[src/rtl/regfile_wb_arbiter.sv]
`default_nettype none
// ============================================================================
// regfile_wb_arbiter: round-robin write-back scheduler for the register file
// write port, with post-reset zeroing of x1..x(2^AW-1).   Revision: 1.0
// ============================================================================
module regfile_wb_arbiter #(
    parameter int NREQ           = 3,
    parameter int AW             = 5,
    parameter int DW             = 32,
    parameter int CLEAR_ON_RESET = 1
) (
    input  logic                 clk,
    input  logic                 rst,
    input  logic [NREQ-1:0]      req_valid,
    input  logic [NREQ*AW-1:0]   req_addr,
    input  logic [NREQ*DW-1:0]   req_data,
    output logic [NREQ-1:0]      req_ready,
    output logic                 we_o,
    output logic [AW-1:0]        waddr_o,
    output logic [DW-1:0]        wdata_o,
    output logic                 busy_o,
    output logic [2:0]           grant_id_o,
    output logic [15:0]          drop_cnt_o
);

    typedef enum logic [0:0] {
        CLEAR = 1'b0,
        RUN   = 1'b1
    } state_t;

    localparam state_t INIT_STATE = (CLEAR_ON_RESET != 0) ? CLEAR : RUN;

    state_t         state;
    state_t         state_next;
    logic [AW-1:0]  clr_cnt;
    logic [2:0]     rr_ptr;

    logic           xfer;
    logic [2:0]     sel_idx;
    logic [AW-1:0]  sel_addr;
    logic [DW-1:0]  sel_data;
    logic [4:0]     sum;

    always_ff @(posedge clk) begin
        if (!rst) begin
            state <= INIT_STATE;
        end else begin
            state <= state_next;
        end
    end

    always_comb begin
        state_next = state;
        if (state == CLEAR && clr_cnt == '1) begin
            state_next = RUN;
        end
    end

    // Scan pointer+1 .. pointer+NREQ (mod NREQ); first valid requester wins.
    always_comb begin
        req_ready = '0;
        xfer      = 1'b0;
        sel_idx   = '0;
        sel_addr  = '0;
        sel_data  = '0;
        sum       = '0;
        if (state == RUN) begin
            for (int k = 1; k <= NREQ; k++) begin
                sum = 5'(rr_ptr) + 5'(k);
                if (sum >= 5'(NREQ)) begin
                    sum = sum - 5'(NREQ);
                end
                for (int i = 0; i < NREQ; i++) begin
                    if (!xfer && sum == 5'(i) && req_valid[i]) begin
                        xfer         = 1'b1;
                        req_ready[i] = 1'b1;
                        sel_idx      = 3'(i);
                        sel_addr     = req_addr[i*AW +: AW];
                        sel_data     = req_data[i*DW +: DW];
                    end
                end
            end
        end
    end

    always_ff @(posedge clk) begin
        if (!rst) begin
            clr_cnt    <= AW'(1);
            rr_ptr     <= 3'(NREQ - 1);
            we_o       <= 1'b0;
            waddr_o    <= '0;
            wdata_o    <= '0;
            grant_id_o <= '0;
            drop_cnt_o <= '0;
        end else if (state == CLEAR) begin
            we_o    <= 1'b1;
            waddr_o <= clr_cnt;
            wdata_o <= '0;
            clr_cnt <= clr_cnt + AW'(1);
        end else if (xfer) begin
            rr_ptr     <= sel_idx;
            grant_id_o <= sel_idx;
            waddr_o    <= sel_addr;
            wdata_o    <= sel_data;
            we_o       <= (sel_addr != '0);
            if (sel_addr == '0 && drop_cnt_o != 16'hFFFF) begin
                drop_cnt_o <= drop_cnt_o + 16'd1;
            end
        end else begin
            we_o <= 1'b0;
        end
    end

    assign busy_o = (state == CLEAR);

endmodule
`default_nettype wire

[config.mk]
export PLATFORM = sky130hd
export DESIGN_NAME = regfile_wb_arbiter
export DESIGN_NICKNAME = d
export VERILOG_FILES = /design/src/rtl/regfile_wb_arbiter.sv
export SDC_FILE = /design/constraint.sdc
export NUM_CORES = 1
export LEC_CHECK = 0
export CAP_MARGIN = 5
export CORE_MARGIN = 1.5
export CORE_UTILIZATION = 31
export CTS_BUF_LIST = sky130_fd_sc_hd__clkbuf_16
export DETAILED_ROUTE_END_ITERATION = 12
export PLACE_DENSITY = 0.68
export SLEW_MARGIN = 20
export SYNTH_ARGS = -nofsm -noshare
export SYNTH_HDL_FRONTEND = slang
export SYNTH_SLANG_ARGS = --single-unit
[constraint.sdc]
create_clock -name clk -period 3.11 [get_ports clk]
set_input_delay 0.311 -clock clk [delete_from_list [all_inputs] [get_ports clk]]
set_output_delay 0.311 -clock clk [all_outputs]
set_load 0.01 [all_outputs]
==> reports/metrics.csv <==
stage,metric,value,unit
sta,Tmin final,3.17,ns
global_routing,pin count of the biggest net entering global routing,49,
sta,PnR worst setup slack,-0.0586,ns
hold_path,HP Start,grant_id_o[1],
synth,Netlist cell types,56,
final_layout,design area,0.00703,sq mm
synth,Yosys warnings,0,
detailed_routing,via count,5216,
power_and_ir_drop,Clock Power Share,0.444,
final_layout,Post-layout nets,879,
critical_path,R2R Setup Slk,-0.06,ns
sta,Layout Skew,0.00691,ns
floorplanning,num rows,41,
hold_path,Worst Hold Depth,2,
power_and_ir_drop,P_int,1.66,mW
clocking,clock latency on the worst-skew pair,0.33,ns
sta,Setup Viol. Count Final,2,
placement,pre-CTS setup slack,-0.325,ns
final_layout,"non-filler cells, final",933,
run,number of max-cap violations,0,
synth,post-synthesis mux area share,0.0222,
synth,main combinational cell family by area after synthesis,compound AO/OA/AOI/OAI gates,
sta,RSZ-0062 raised after global routing,true,
power_and_ir_drop,sequential power share,0.375,
clocking,CTS tree,yes,
sta,Setup TNS Final,-0.0821,ns
floorplanning,Die W,117,um
synth,sequential share of the synthesized area,0.311,
power_and_ir_drop,Power Density,314,mW/mm^2
global_routing,vias in the first global route,5045,
floorplanning,Core Footprint,0.0127,sq mm
global_routing,first-pass GRT wire length,26200,um
global_routing,total gr overflow,0,
clocking,root buf cell,clkbuf_16,
synth,Post-Synth XOR/XNOR Area,0.00432,
floorplanning,Die H,117,um
floorplanning,total die area,0.0138,sq mm
critical_path,r2r startpoint,grant_id_o[0],
synth,asr flop ratio synth,0,
synth,share of the synthesized area in the top cell type,0.311,
synth,most common cell in the netlist,dfxtp_1,
synth,ys flop type,dfxtp_1,
detailed_routing,DR vias/cell,5.59,
critical_path,Worst EP required,3.36,ns
sta,Tcrit/Tclk final,1.02,
outcome,failing checks,negative setup slack,
critical_path,CP endpoint kind,flip-flop,
synth,Synth Area in Compound Gates,0.355,
hold_path,hold crit path type,reg -> reg,
sta,worst-margin pin slew,0.534,ns
hold_path,"Endpoint, Worst Hold",grant_id_o[1],
synth,syn_nets,661,
sta,Max Slew Vio Count,0,
placement,placed cell area,0.00645,sq mm
synth,top post-synthesis cells by area,"dfxtp_1 31%, a21oi_1 5.9%, nor2_1 5.5%",
critical_path,Setup crit start kind,flip-flop,
critical_path,crit path kind,reg -> reg,
global_routing,initial antenna violation count,0,
critical_path,Arrival @ worst endpoint,3.42,ns
synth,synth cell count leaders,"63 x dfxtp_1, 59 x nor2_1, 56 x nand2_1, 48 x a21oi_1, 38 x o21ai_0",
synth,post-synthesis cell count,538,
critical_path,R2R Path End,drop_cnt_o[2],
synth,cell area after synthesis,0.00405,sq mm
clocking,total CTS buffers,9,
clocking,Longest Clk Path Bufs,2,
synth,number of synthesized flops with an enable pin,0,
floorplanning,io pins,177,
clocking,CTS sink cnt,63,
detailed_routing,remaining routing DRC violations,0,
sta,Rel. slew slack,0.640,
power_and_ir_drop,Pleak,2.54,nW
placement,GPL Wtd Cong,0.955,
synth,post-synthesis adder-cell area fraction,0.0216,
placement,placed cells,908,
critical_path,Critical Path Fanout Max,7,
floorplanning,Initial Util,0.320,
clocking,clock slew at reported path FFs,0.05,ns
final_layout,synthesis-to-finish area growth,73.5,%
detailed_routing,DR iter-0 viols,389,
synth,Post-Syn Area per Cell,7.53,sq um
power_and_ir_drop,sw frac,0.246,
detailed_routing,routed len/inst,17.7,um
power_and_ir_drop,Pwr Total,2.20,mW
sta,Max Clk Rate,316,MHz
clocking,Clock H-tree levels,3,
outcome,outcome,finished with violations,
placement,HPWL after detailed placement,11500,um
synth,cell taking the most area after synthesis,dfxtp_1,
final_layout,fin util,0.555,
detailed_routing,DRT antenna net count,0,
final_layout,layout cells sized above 1,0.183,
detailed_routing,DRT Pass-1 Iters,5,
placement,input/output buffers,175,
power_and_ir_drop,NetSw,0.541,mW
power_and_ir_drop,Comb pwr share,0.181,
global_routing,Total Routing Usage GR,0.233,
sta,Final Hold Viols,0,
detailed_routing,Routed WL,16500,um
power_and_ir_drop,Peak VDD IR,172,uV
sta,Fin Hold WS,0.465,ns
synth,Synth Area in Simple Gates,0.226,
critical_path,worst r2r path cells,14,
synth,#FFs+latches synth,63,
final_layout,ANT cells,0,
[flip-flops by register name, indices dropped and copies added, names as in the netlist]
register	flops
grant_id_o	2
drop_cnt_o	16
state	1
wdata_o	32
waddr_o	5
we_o	1
rr_ptr	1
clr_cnt	5
[power groups by stage]
| stage | combinational (mW) | clock, mW | sequential [mW] |
|---|---|---|---|
| 2_1_floorplan | 0.144 | 0 | 0.842 |
| 5_1_grt | 0.430 | 1.04 | 0.826 |
| 3_3_place_gp | 0.374 | 0 | 0.842 |
| 4_1_cts | 0.391 | 0.999 | 0.825 |
| 3_5_place_dp | 0.379 | 0 | 0.842 |
| 6_report | 0.399 | 0.979 | 0.826 |
[worst max-delay path by stage]
stage	cells past startpoint	to	startpoint	slack (ns)
2_1_floorplan	11	drop_cnt_o[3]	grant_id_o[0]	-0.04
3_3_place_gp	11	drop_cnt_o[3]	req_valid[1]	-0.26
3_5_place_dp	12	drop_cnt_o[9]	req_valid[1]	-0.33
4_1_cts	13	drop_cnt_o[3]	grant_id_o[0]	-0.08
5_1_grt	14	drop_cnt_o[2]	grant_id_o[0]	-0.15
6_report	14	drop_cnt_o[2]	grant_id_o[0]	-0.06
[placed cells by master, fill, tap and decap left out, types with 3 or more instances in the layout]
cell | synthesis | routed
a211oi_1 | 24 | 23
a21oi_1 | 48 | 45
a21oi_2 | 0 | 3
a311o_1 | 3 | 3
a311oi_1 | 9 | 9
a31oi_1 | 4 | 4
and3_1 | 11 | 11
buf_12 | 0 | 3
buf_4 | 3 | 70
buf_6 | 2 | 3
clkbuf_16 | 0 | 9
clkdlybuf4s50_1 | 0 | 174
clkinv_2 | 0 | 3
dfxtp_1 | 63 | 61
ha_1 | 7 | 3
ha_4 | 0 | 4
inv_1 | 10 | 9
mux2i_1 | 9 | 9
nand2_1 | 56 | 56
nand2b_1 | 12 | 12
nand3_1 | 10 | 9
nand4_1 | 4 | 4
nor2_1 | 59 | 57
nor3_1 | 7 | 5
nor4_4 | 0 | 7
o21ai_0 | 38 | 33
o21ai_1 | 2 | 5
o221ai_1 | 23 | 18
o221ai_2 | 0 | 5
o22ai_1 | 34 | 33
o31ai_1 | 5 | 4
or3_1 | 3 | 3
or4_1 | 5 | 3
[critical path, cell delays in order, from the launching register on]
cell       delay [ns]
dfxtp_2          0.33
inv_2            0.06
buf_6            0.12
ha_4             0.16
and2_4           0.15
a2111oi_4        0.30
buf_4            0.19
nand3b_4         0.13
o221ai_2         0.19
a31oi_1          0.08
or4_4            0.55
buf_4            0.16
buf_6            0.12
or4_1            0.39
a21oi_1          0.14
[layer usage]
metal	track usage	routed length, um	part of all wire
met1	0.300	6980	0.42
met3	0.0623	1460	0.089
met4	0.0702	315	0.019
met2	0.381	7730	0.47
met5	0	0	0
[kinds of logic after synthesis]
logic type | Yosys count
muxes | 9
adders and majority gates | 7
DFF | 63
xor gates and xnor gates | 2
other | 1
buffers and inverters | 56
and+or+nand+nor | 186
AOI/OAI and AO/OA | 214
[area by class of cell]
type / instances / area (sq um)
Fill cell: 1170 / 5640
Clock inverter: 7 / 65.1
Clock buffer: 9 / 225
Multi-Input combinational cell: 419 / 2840
Sequential cell: 63 / 1260
Inverter: 12 / 45.0
Tap cell: 172 / 215
Timing Repair Buffer: 251 / 2370
[what timing repair did]
action | 4_1_cts | 5_1_grt
gates resized for setup | 26 | 23
setup buffers | 6 | 2
setup endpoints to repair | 18 | 19
cloned | 1 | 0
hold buffers | 0 | 0
pin swaps | 12 | 9
(Power assumes the default switching activity.)
